<file path="config.mk">
export PLATFORM = sky130hd
export DESIGN_NAME = vga_timing_generator_flat
export DESIGN_NICKNAME = d
export VERILOG_FILES = /design/src/rtl/vga_timing_if.sv /design/src/rtl/vga_timing_generator.sv /design/src/flat_wrapper.sv
export SDC_FILE = /design/constraint.sdc
export NUM_CORES = 1
export LEC_CHECK = 0
export BUFFER_PORTS_ARGS = -buffer_cell sky130_fd_sc_hd__clkbuf_2
export CORE_MARGIN = 2
export CORE_UTILIZATION = 30
export DETAILED_ROUTE_END_ITERATION = 10
export GPL_ROUTABILITY_DRIVEN = 0
export SYNTH_ARGS = -nofsm -noshare
export SYNTH_HDL_FRONTEND = slang
export SYNTH_SLANG_ARGS = --single-unit
export TNS_END_PERCENT = 5
</file>
<file path="constraint.sdc">
create_clock -name clk -period 2.5 [get_ports clk]
set_input_delay 0.25 -clock clk [delete_from_list [all_inputs] [get_ports clk]]
set_output_delay 0.25 -clock clk [all_outputs]
set_load 0.03 [all_outputs]
</file>
<file path="src/rtl/vga_timing_if.sv">
// Raster timing bundle from vga_timing_generator to its downstream consumers.
// The master drives the position and strobes. Consumers attach through the slave modport.
interface vga_timing_if;
  logic [10:0] x;
  logic [9:0]  y;
  logic        active;
  logic        hsync;
  logic        vsync;
  logic        line_start;
  logic        frame_start;
  logic [15:0] frame_count;

  modport master (
    output x, y, active, hsync, vsync, line_start, frame_start, frame_count
  );

  modport slave (
    input  x, y, active, hsync, vsync, line_start, frame_start, frame_count
  );
endinterface

</file>
<file path="src/rtl/vga_timing_generator.sv">
// Pixel-clock raster generator: position counters plus registered sync/active/strobe outputs.
// Optional frame counter is enabled by defining VGA_TIMING_FRAME_COUNTER_EN.
module vga_timing_generator #(
  parameter int H_ACTIVE   = 640,
  parameter int H_FRONT    = 16,
  parameter int H_SYNC     = 96,
  parameter int H_BACK     = 48,
  parameter int V_ACTIVE   = 480,
  parameter int V_FRONT    = 10,
  parameter int V_SYNC     = 2,
  parameter int V_BACK     = 33,
  parameter bit H_SYNC_POL = 1'b0,
  parameter bit V_SYNC_POL = 1'b0
) (
  input  logic         clk,
  input  logic         reset,
  vga_timing_if.master vga
);

  localparam int H_TOTAL = H_ACTIVE + H_FRONT + H_SYNC + H_BACK;
  localparam int V_TOTAL = V_ACTIVE + V_FRONT + V_SYNC + V_BACK;

  localparam logic [10:0] H_LAST     = 11'(H_TOTAL - 1);
  localparam logic [10:0] H_ACT_END  = 11'(H_ACTIVE);
  localparam logic [10:0] HS_START   = 11'(H_ACTIVE + H_FRONT);
  localparam logic [10:0] HS_END     = 11'(H_ACTIVE + H_FRONT + H_SYNC);
  localparam logic [9:0]  V_LAST     = 10'(V_TOTAL - 1);
  localparam logic [9:0]  V_ACT_END  = 10'(V_ACTIVE);
  localparam logic [9:0]  VS_START   = 10'(V_ACTIVE + V_FRONT);
  localparam logic [9:0]  VS_END     = 10'(V_ACTIVE + V_FRONT + V_SYNC);

  logic [10:0] h_q, h_d;
  logic [9:0]  v_q, v_d;
  logic        line_end, frame_end;
  logic        active_q, active_d;
  logic        hsync_q, hsync_d;
  logic        vsync_q, vsync_d;
  logic        line_start_q, line_start_d;
  logic        frame_start_q, frame_start_d;

  // Outputs are decoded from the next position so every flop describes the same (x,y).
  always_comb begin
    line_end      = (h_q == H_LAST);
    frame_end     = line_end && (v_q == V_LAST);
    h_d           = line_end ? 11'd0 : h_q + 11'd1;
    v_d           = frame_end ? 10'd0 : (line_end ? v_q + 10'd1 : v_q);
    active_d      = (h_d < H_ACT_END) && (v_d < V_ACT_END);
    hsync_d       = ((h_d >= HS_START) && (h_d < HS_END)) ? H_SYNC_POL : ~H_SYNC_POL;
    vsync_d       = ((v_d >= VS_START) && (v_d < VS_END)) ? V_SYNC_POL : ~V_SYNC_POL;
    line_start_d  = (h_d == 11'd0);
    frame_start_d = (h_d == 11'd0) && (v_d == 10'd0);
  end

  // Position (0,0) is never inside a porch or sync window since every width is at least 1.
  always_ff @(posedge clk) begin
    if (reset) begin
      h_q           <= 11'd0;
      v_q           <= 10'd0;
      active_q      <= 1'b1;
      hsync_q       <= ~H_SYNC_POL;
      vsync_q       <= ~V_SYNC_POL;
      line_start_q  <= 1'b1;
      frame_start_q <= 1'b1;
    end else begin
      h_q           <= h_d;
      v_q           <= v_d;
      active_q      <= active_d;
      hsync_q       <= hsync_d;
      vsync_q       <= vsync_d;
      line_start_q  <= line_start_d;
      frame_start_q <= frame_start_d;
    end
  end

`ifdef VGA_TIMING_FRAME_COUNTER_EN
  logic [15:0] frame_cnt_q;

  // Counts only the natural wrap; the reset-loaded origin is excluded.
  always_ff @(posedge clk) begin
    if (reset) begin
      frame_cnt_q <= 16'd0;
    end else if (frame_end) begin
      frame_cnt_q <= frame_cnt_q + 16'd1;
    end
  end

  assign vga.frame_count = frame_cnt_q;
`else
  assign vga.frame_count = 16'd0;
`endif

  assign vga.x           = h_q;
  assign vga.y           = v_q;
  assign vga.active      = active_q;
  assign vga.hsync       = hsync_q;
  assign vga.vsync       = vsync_q;
  assign vga.line_start  = line_start_q;
  assign vga.frame_start = frame_start_q;

endmodule

</file>
<file path="src/flat_wrapper.sv">
// flat-port wrapper written by rule: the top's interface ports become plain ports
module vga_timing_generator_flat 
#(
  parameter int H_ACTIVE   = 640,
  parameter int H_FRONT    = 16,
  parameter int H_SYNC     = 96,
  parameter int H_BACK     = 48,
  parameter int V_ACTIVE   = 480,
  parameter int V_FRONT    = 10,
  parameter int V_SYNC     = 2,
  parameter int V_BACK     = 33,
  parameter bit H_SYNC_POL = 1'b0,
  parameter bit V_SYNC_POL = 1'b0
)
  (clk, reset, vga_x, vga_y, vga_active, vga_hsync, vga_vsync, vga_line_start, vga_frame_start, vga_frame_count);
  vga_timing_if vga_i ();
  input  logic clk;
  input  logic reset;
  output wire logic [$bits(vga_i.x)-1:0] vga_x;
  output wire logic [$bits(vga_i.y)-1:0] vga_y;
  output wire logic [$bits(vga_i.active)-1:0] vga_active;
  output wire logic [$bits(vga_i.hsync)-1:0] vga_hsync;
  output wire logic [$bits(vga_i.vsync)-1:0] vga_vsync;
  output wire logic [$bits(vga_i.line_start)-1:0] vga_line_start;
  output wire logic [$bits(vga_i.frame_start)-1:0] vga_frame_start;
  output wire logic [$bits(vga_i.frame_count)-1:0] vga_frame_count;
  assign vga_x = vga_i.x;
  assign vga_y = vga_i.y;
  assign vga_active = vga_i.active;
  assign vga_hsync = vga_i.hsync;
  assign vga_vsync = vga_i.vsync;
  assign vga_line_start = vga_i.line_start;
  assign vga_frame_start = vga_i.frame_start;
  assign vga_frame_count = vga_i.frame_count;
  vga_timing_generator #(.H_ACTIVE(H_ACTIVE), .H_FRONT(H_FRONT), .H_SYNC(H_SYNC), .H_BACK(H_BACK), .V_ACTIVE(V_ACTIVE), .V_FRONT(V_FRONT), .V_SYNC(V_SYNC), .V_BACK(V_BACK), .H_SYNC_POL(H_SYNC_POL), .V_SYNC_POL(V_SYNC_POL)) u_core (.clk(clk), .reset(reset), .vga(vga_i));
endmodule
</file>
# [Word level (Yosys, flattened, before mapping)]
# Index checks and enable logic that the tools add are counted.
[op_classes] addsub=2 n_lt_le_gt_ge=6 n_eq_ne=2 muxes=5 n_reduce_logical=7
[ops] operator="11-bit by 10-bit less-than comparator with 1-bit output (second input constant)" n=2
[ops] operator="10-bit by 9-bit less-than comparator with 1-bit output (second input constant)" n=2
[ops] operator="10-bit 2-to-1 mux" n=2
[ops] operator="11-bit by 1-bit adder with 11-bit output (second input constant)" n=1
[ops] operator="11-bit by 10-bit == test with 1-bit output (second input constant)" n=1
[ops] operator="11-bit by 10-bit greater-or-equal comparator with 1-bit output (second input constant)" n=1
[ops] operator="11-bit logical NOT" n=1
[ops] operator="11-bit 2-to-1 mux" n=1
[ops] operator="10-bit by 1-bit adder with 10-bit output (second input constant)" n=1
[ops] operator="10-bit == test (second input constant)" n=1
[ops] operator="10-bit by 9-bit greater-or-equal comparator with 1-bit output (second input constant)" n=1
[ops] operator="10-bit logical NOT" n=1
[ops] operator="1-bit logical AND" n=5
[ops] operator="1-bit 2-to-1 mux" n=2
[totals] reg_bits=26 in_bits=2 output_inout_bits=42 word_cells=29

# [Logic depth before layout (Yosys ltp)]
[logic_depth] depth_word=6 ltp_mapped=9 mapped_depth_nobuf=7

# [Worst setup path after synthesis]
# Ideal clock, no wire load.
[synth_path] path_type="register -> register" startpoint="register u_core.h_q[6] (netlist: u_core.vga.x[6])" endpoint="register u_core.frame_start_q (netlist: u_core.vga.frame_start)" setup_ns=0.096 arrival_time_ns=2.377 required_ns=2.404 setup_slack_ns=0.028 path_stages_with_launch=9 path_buffers=2 period_less_slack_ns=2.472 path_cell_list="dfxtp_1 -> buf_2 -> or4_1 -> buf_2 -> or3_4 -> nor3_2 -> xnor2_1 -> nand3_1 -> o41ai_2"
[synth_between] elab_chain_len=5 word_cells_on_any_way=9 classes_between="add/sub: 1; eq/ne: 1; mux: 3; reduce/logical: 4"
[synth_rtl] element="start, declared" line="vga_timing_generator.sv:32" rtl="logic [10:0] h_q, h_d;"
[synth_rtl] element="start signal, assigned" line="vga_timing_generator.sv:57" rtl="h_q <= 11'd0;"
[synth_rtl] element="start signal, assigned" line="vga_timing_generator.sv:65" rtl="h_q <= h_d;"
[synth_rtl] element="parallel branches: the longest is 4 deep, another holds 11-bit by 1-bit adder with 11-bit output"
[synth_rtl] element="1-bit logical AND (*)" line="vga_timing_generator.sv:51" rtl="frame_start_d = (h_d == 11'd0) && (v_d == 10'd0);"
[synth_rtl] element="end signal, assigned" line="vga_timing_generator.sv:71" rtl="frame_start_q <= frame_start_d;"
[synth_rtl] element="end, declared" line="vga_timing_generator.sv:39" rtl="logic frame_start_q, frame_start_d;"
# Every way passes the cells marked *.
# A chain may end at the register's enable or synchronous reset.

# [Worst setup path after layout]
[layout_path] startpoint="register u_core.h_q[5] (netlist: u_core.vga.x[5])" endpoint="register u_core.active_q (netlist: u_core.vga.active)"
[layout_between] elab_chain_len=5 word_cells_on_any_way=9 classes_between="add/sub: 1; order compare: 2; eq/ne: 1; mux: 3; reduce/logical: 2"
[layout_rtl] element="parallel branches: the longest is 4 deep, another holds 11-bit by 1-bit adder with 11-bit output"
[layout_rtl] element="1-bit logical AND (*)" line="vga_timing_generator.sv:47" rtl="active_d = (h_d < H_ACT_END) && (v_d < V_ACT_END);"
[layout_rtl] element="end signal, assigned" line="vga_timing_generator.sv:67" rtl="active_q <= active_d;"
[layout_rtl] element="end, declared" line="vga_timing_generator.sv:35" rtl="logic active_q, active_d;"
# Marks and branches as above.

==> flow_summary.toml <==
[outcome]
status = "finished, final reports clean"

[clock_network]
root_buffer = "clkbuf_8"
clock_latency_ns = 0.27
htree_levels = 1
clkSinkCount = 26
cts_tree = "built"
cts_buffer_depth = 2
numCtsBuffers = 3
clkTransAtPathRegs_ns = 0.09
cts_setup_buffers = 0

[sta]
fin_crit_ns = 2.354
final_max_slew_viol_count = 0
hold_viol = 0
clock_skew_ns = 0.009537
fin_tns_setup_ns = 0
rsz0062_at_grt = "false"
fmax_ghz = 0.4248
finalSetupViolCount = 0
fin_crit_sh_pct = 94.15

[global_routing]
track_usage_pct = 13.44
grt_max_degree = 20
grt_antenna_before_repair = 0
grt_pass1_wl_mm = 6.610
grt.busiest_layer = "met2"
grt_pass1_vias = 1330
use_met1_pct = 19.19
overflow = 0
use_met3_pct = 2.000
grt_util_met2_pct = 21.22

[worst_hold_path]
holdPathStages = 2
hp-class = "input port to flip-flop"
hold_start = "reset"

[logic_synthesis]
yosysTopAreaCell = "dfxtp_1"
yosysSeqAreaShare_pct = 32.37
synth_edf_count = 0
synthArstFlopShare_pct = 0
syn_area_sq_mm = 0.001608
ys_warn_count = 0
ys_ff_latch = 26
syn_area_per_cell_sq_um = 7.959
synth_cell_types = 50
ys_top_cells_by_area = "dfxtp_1 32%, buf_4 8.4%, xnor2_1 4.9%"
synthFlopType = "dfxtp_1"
netlist.area_leader.share_pct = 32.37
syn-instance-count = 202

[critical_path]
cp.arrival_ns = 2.50
rr_worst_depth = 6
worstSetupStartpoint = "u_core.vga.x[5]$_SDFF_PP0_"
cp-start-kind = "flip-flop"
path_max_fanout = 12
slowest_stage = "or4_1"
reg2reg_from = "u_core.vga.x[5]$_SDFF_PP0_"
crit_type = "flip-flop to flip-flop"
crit_chain = "or4_1 > or3_4 > nor3_2 > xnor2_1 > nor4_2 > o21ai_0"
critPathMaxStageDelay_ns = 0.63
required_ns = 2.65
crit_path_end_kind = "flip-flop"

[detailed_routing]
drt-initial-drc-count = 69
drc = 0
post_drt_wl_per_cell_microns = 13.36
dr.pass1.iters = 4
routed_wl_mm = 3.967
route.vias.total = 1473
antenna_left = 0
via_per_inst = 4.960

[place]
place_area_sq_mm = 0.001783
port_buffers = 27
hpwl_mm = 2.993

[final_layout]
fillers = 604
fin_area_sq_mm = 0.001827
layout-drive-gt1-share_pct = 22.03
layout.nets = 234
syn2layout_area_growth_pct = 13.62
antenna_cells = 0
finish.utilization_pct = 35.54

[floorplan]
die_width_microns = 77.21
initial_core_util_pct = 31.28
num_rows = 26
io_pins = 44
dieArea_sq_mm = 0.005961
core-area_sq_mm = 0.005140
die_h_microns = 77.21

[power_and_ir_drop]
leakage_nw = 0.7430
switching_share_pct = 28.14
pwr-share-comb_pct = 13.1
seqPwrFrac_pct = 56.1
p_switching_mw = 0.2174
p_int_mw = 0.5552
peakVddDrop_mv = 0.1853
powerDensity_mw_per_mm2 = 423.0
pwr-share-clk_pct = 30.7

[job]
drv_cap = 0
layout make-up:
| class | count | area [sq um] | share of cell area, % |
|---|---|---|---|
| flip-flops and latches | 26 | 520.5 | 28.49 |
| repair buffers | 40 | 232.7 | 12.74 |
| multi-input cells | 154 | 929.6 | 50.89 |
| well taps | 70 | 87.58 | 4.795 |
| clock buffers | 3 | 41.29 | 2.260 |
| inverters | 4 | 15.01 | 0.8219 |
cells in the mapped netlist (2+ instances only):
cell type / number
and3_1: 6
o21ai_0: 8
nor3_1: 8
nand2b_1: 4
nand2_1: 10
nor2_1: 20
o31ai_1: 2
nand4_1: 8
inv_1: 4
ha_1: 3
xnor2_1: 9
nand3_1: 12
a31oi_1: 4
nor4_1: 4
clkbuf_1: 11
o22ai_1: 2
a21oi_1: 6
and2_1: 2
buf_2: 2
dfxtp_1: 26
xor2_1: 4
o211ai_1: 2
buf_4: 18
stage by stage:
stage	hold slack, ns	instances	setup slack (ns)	power, mW
after detailed placement	0.5485	294	0.1102	0.5449
final	0.4562	297	0.1461	0.7726
after CTS	0.4665	297	0.09196	0.7799
after global routing	0.4784	297	0.01248	0.8040
after floorplan	0.5577	217	0.02775	0.5422
after global placement	0.5440	294	0.1716	0.5444
placed cells by master, fill, tap and decap left out, drive strengths merged, types with 2 or more instances in the layout:
cell / Yosys / layout
buf: 22 / 13
o21ai: 9 / 9
inv: 4 / 4
and3: 6 / 6
nand4: 8 / 8
nand3: 12 / 12
a31oi: 4 / 4
ha: 3 / 3
and2: 2 / 2
o211ai: 3 / 3
o22ai: 2 / 2
nand2b: 4 / 4
nor4: 5 / 5
dfxtp: 26 / 26
xor2: 4 / 4
clkbuf: 11 / 30
or3: 2 / 2
conb: 1 / 16
a21oi: 7 / 7
nand2: 10 / 10
xnor2: 9 / 9
nor2: 20 / 20
nor3: 9 / 9
o31ai: 2 / 2
cell families after synthesis:
kind of cell	count (synthesis)	share of synthesized area [%]
buf+inv	37	13.46
compound gates	37	15.88
xor+xnor	13	7.082
other cells	1	0.2332
fa+ha+maj	3	2.335
simple gates	85	28.64
flops	26	32.37
state kept, by name, indices dropped and copies added, names as in the netlist:
register                count
u_core.vga.y               10
u_core.vga.x               11
u_core.vga.vsync            1
u_core.vga.frame_start      1
u_core.vga.line_start       1
u_core.vga.active           1
u_core.vga.hsync            1
per-layer routing:
metal	vias to the layer above	wire, microns
met5	-	0
met4	0	23
met3	2	243
met2	45	1814
met1	687	1885
li1	739	-
worst max-delay path, delay by kind of cell, from the launching register on:
family          cells  cell delay, ns
xor+xnor            1            0.12
simple gates        4            1.64
flops               1            0.32
compound gates      1            0.16
power by group through the flow:
stage          sequential, mW  clock, mW  combinational [mW]
5_1_grt                 0.436      0.261               0.108
4_1_cts                 0.434      0.245               0.101
3_3_place_gp            0.443          0               0.101
3_5_place_dp            0.444          0               0.101
2_1_floorplan           0.463          0              0.0787
6_report                0.434      0.237               0.102
path summary, 6_finish.rpt:
check	slack, ns	end
hold reg to reg	0.57	u_core.vga.x[0]$_SDFF_PP0_
setup reg to reg	0.15	u_core.vga.active$_SDFF_PP1_
hold / removal	0.46	u_core.vga.y[5]$_SDFF_PP0_
setup / recovery	0.15	u_core.vga.active$_SDFF_PP1_
timing repair:
item / 4_1_cts / 5_1_grt
endpoints found under the setup margin: 0 / 3
gates resized for setup: 0 / 1
hold buffers: 0 / 0
Power figures use the tool's default switching activity.
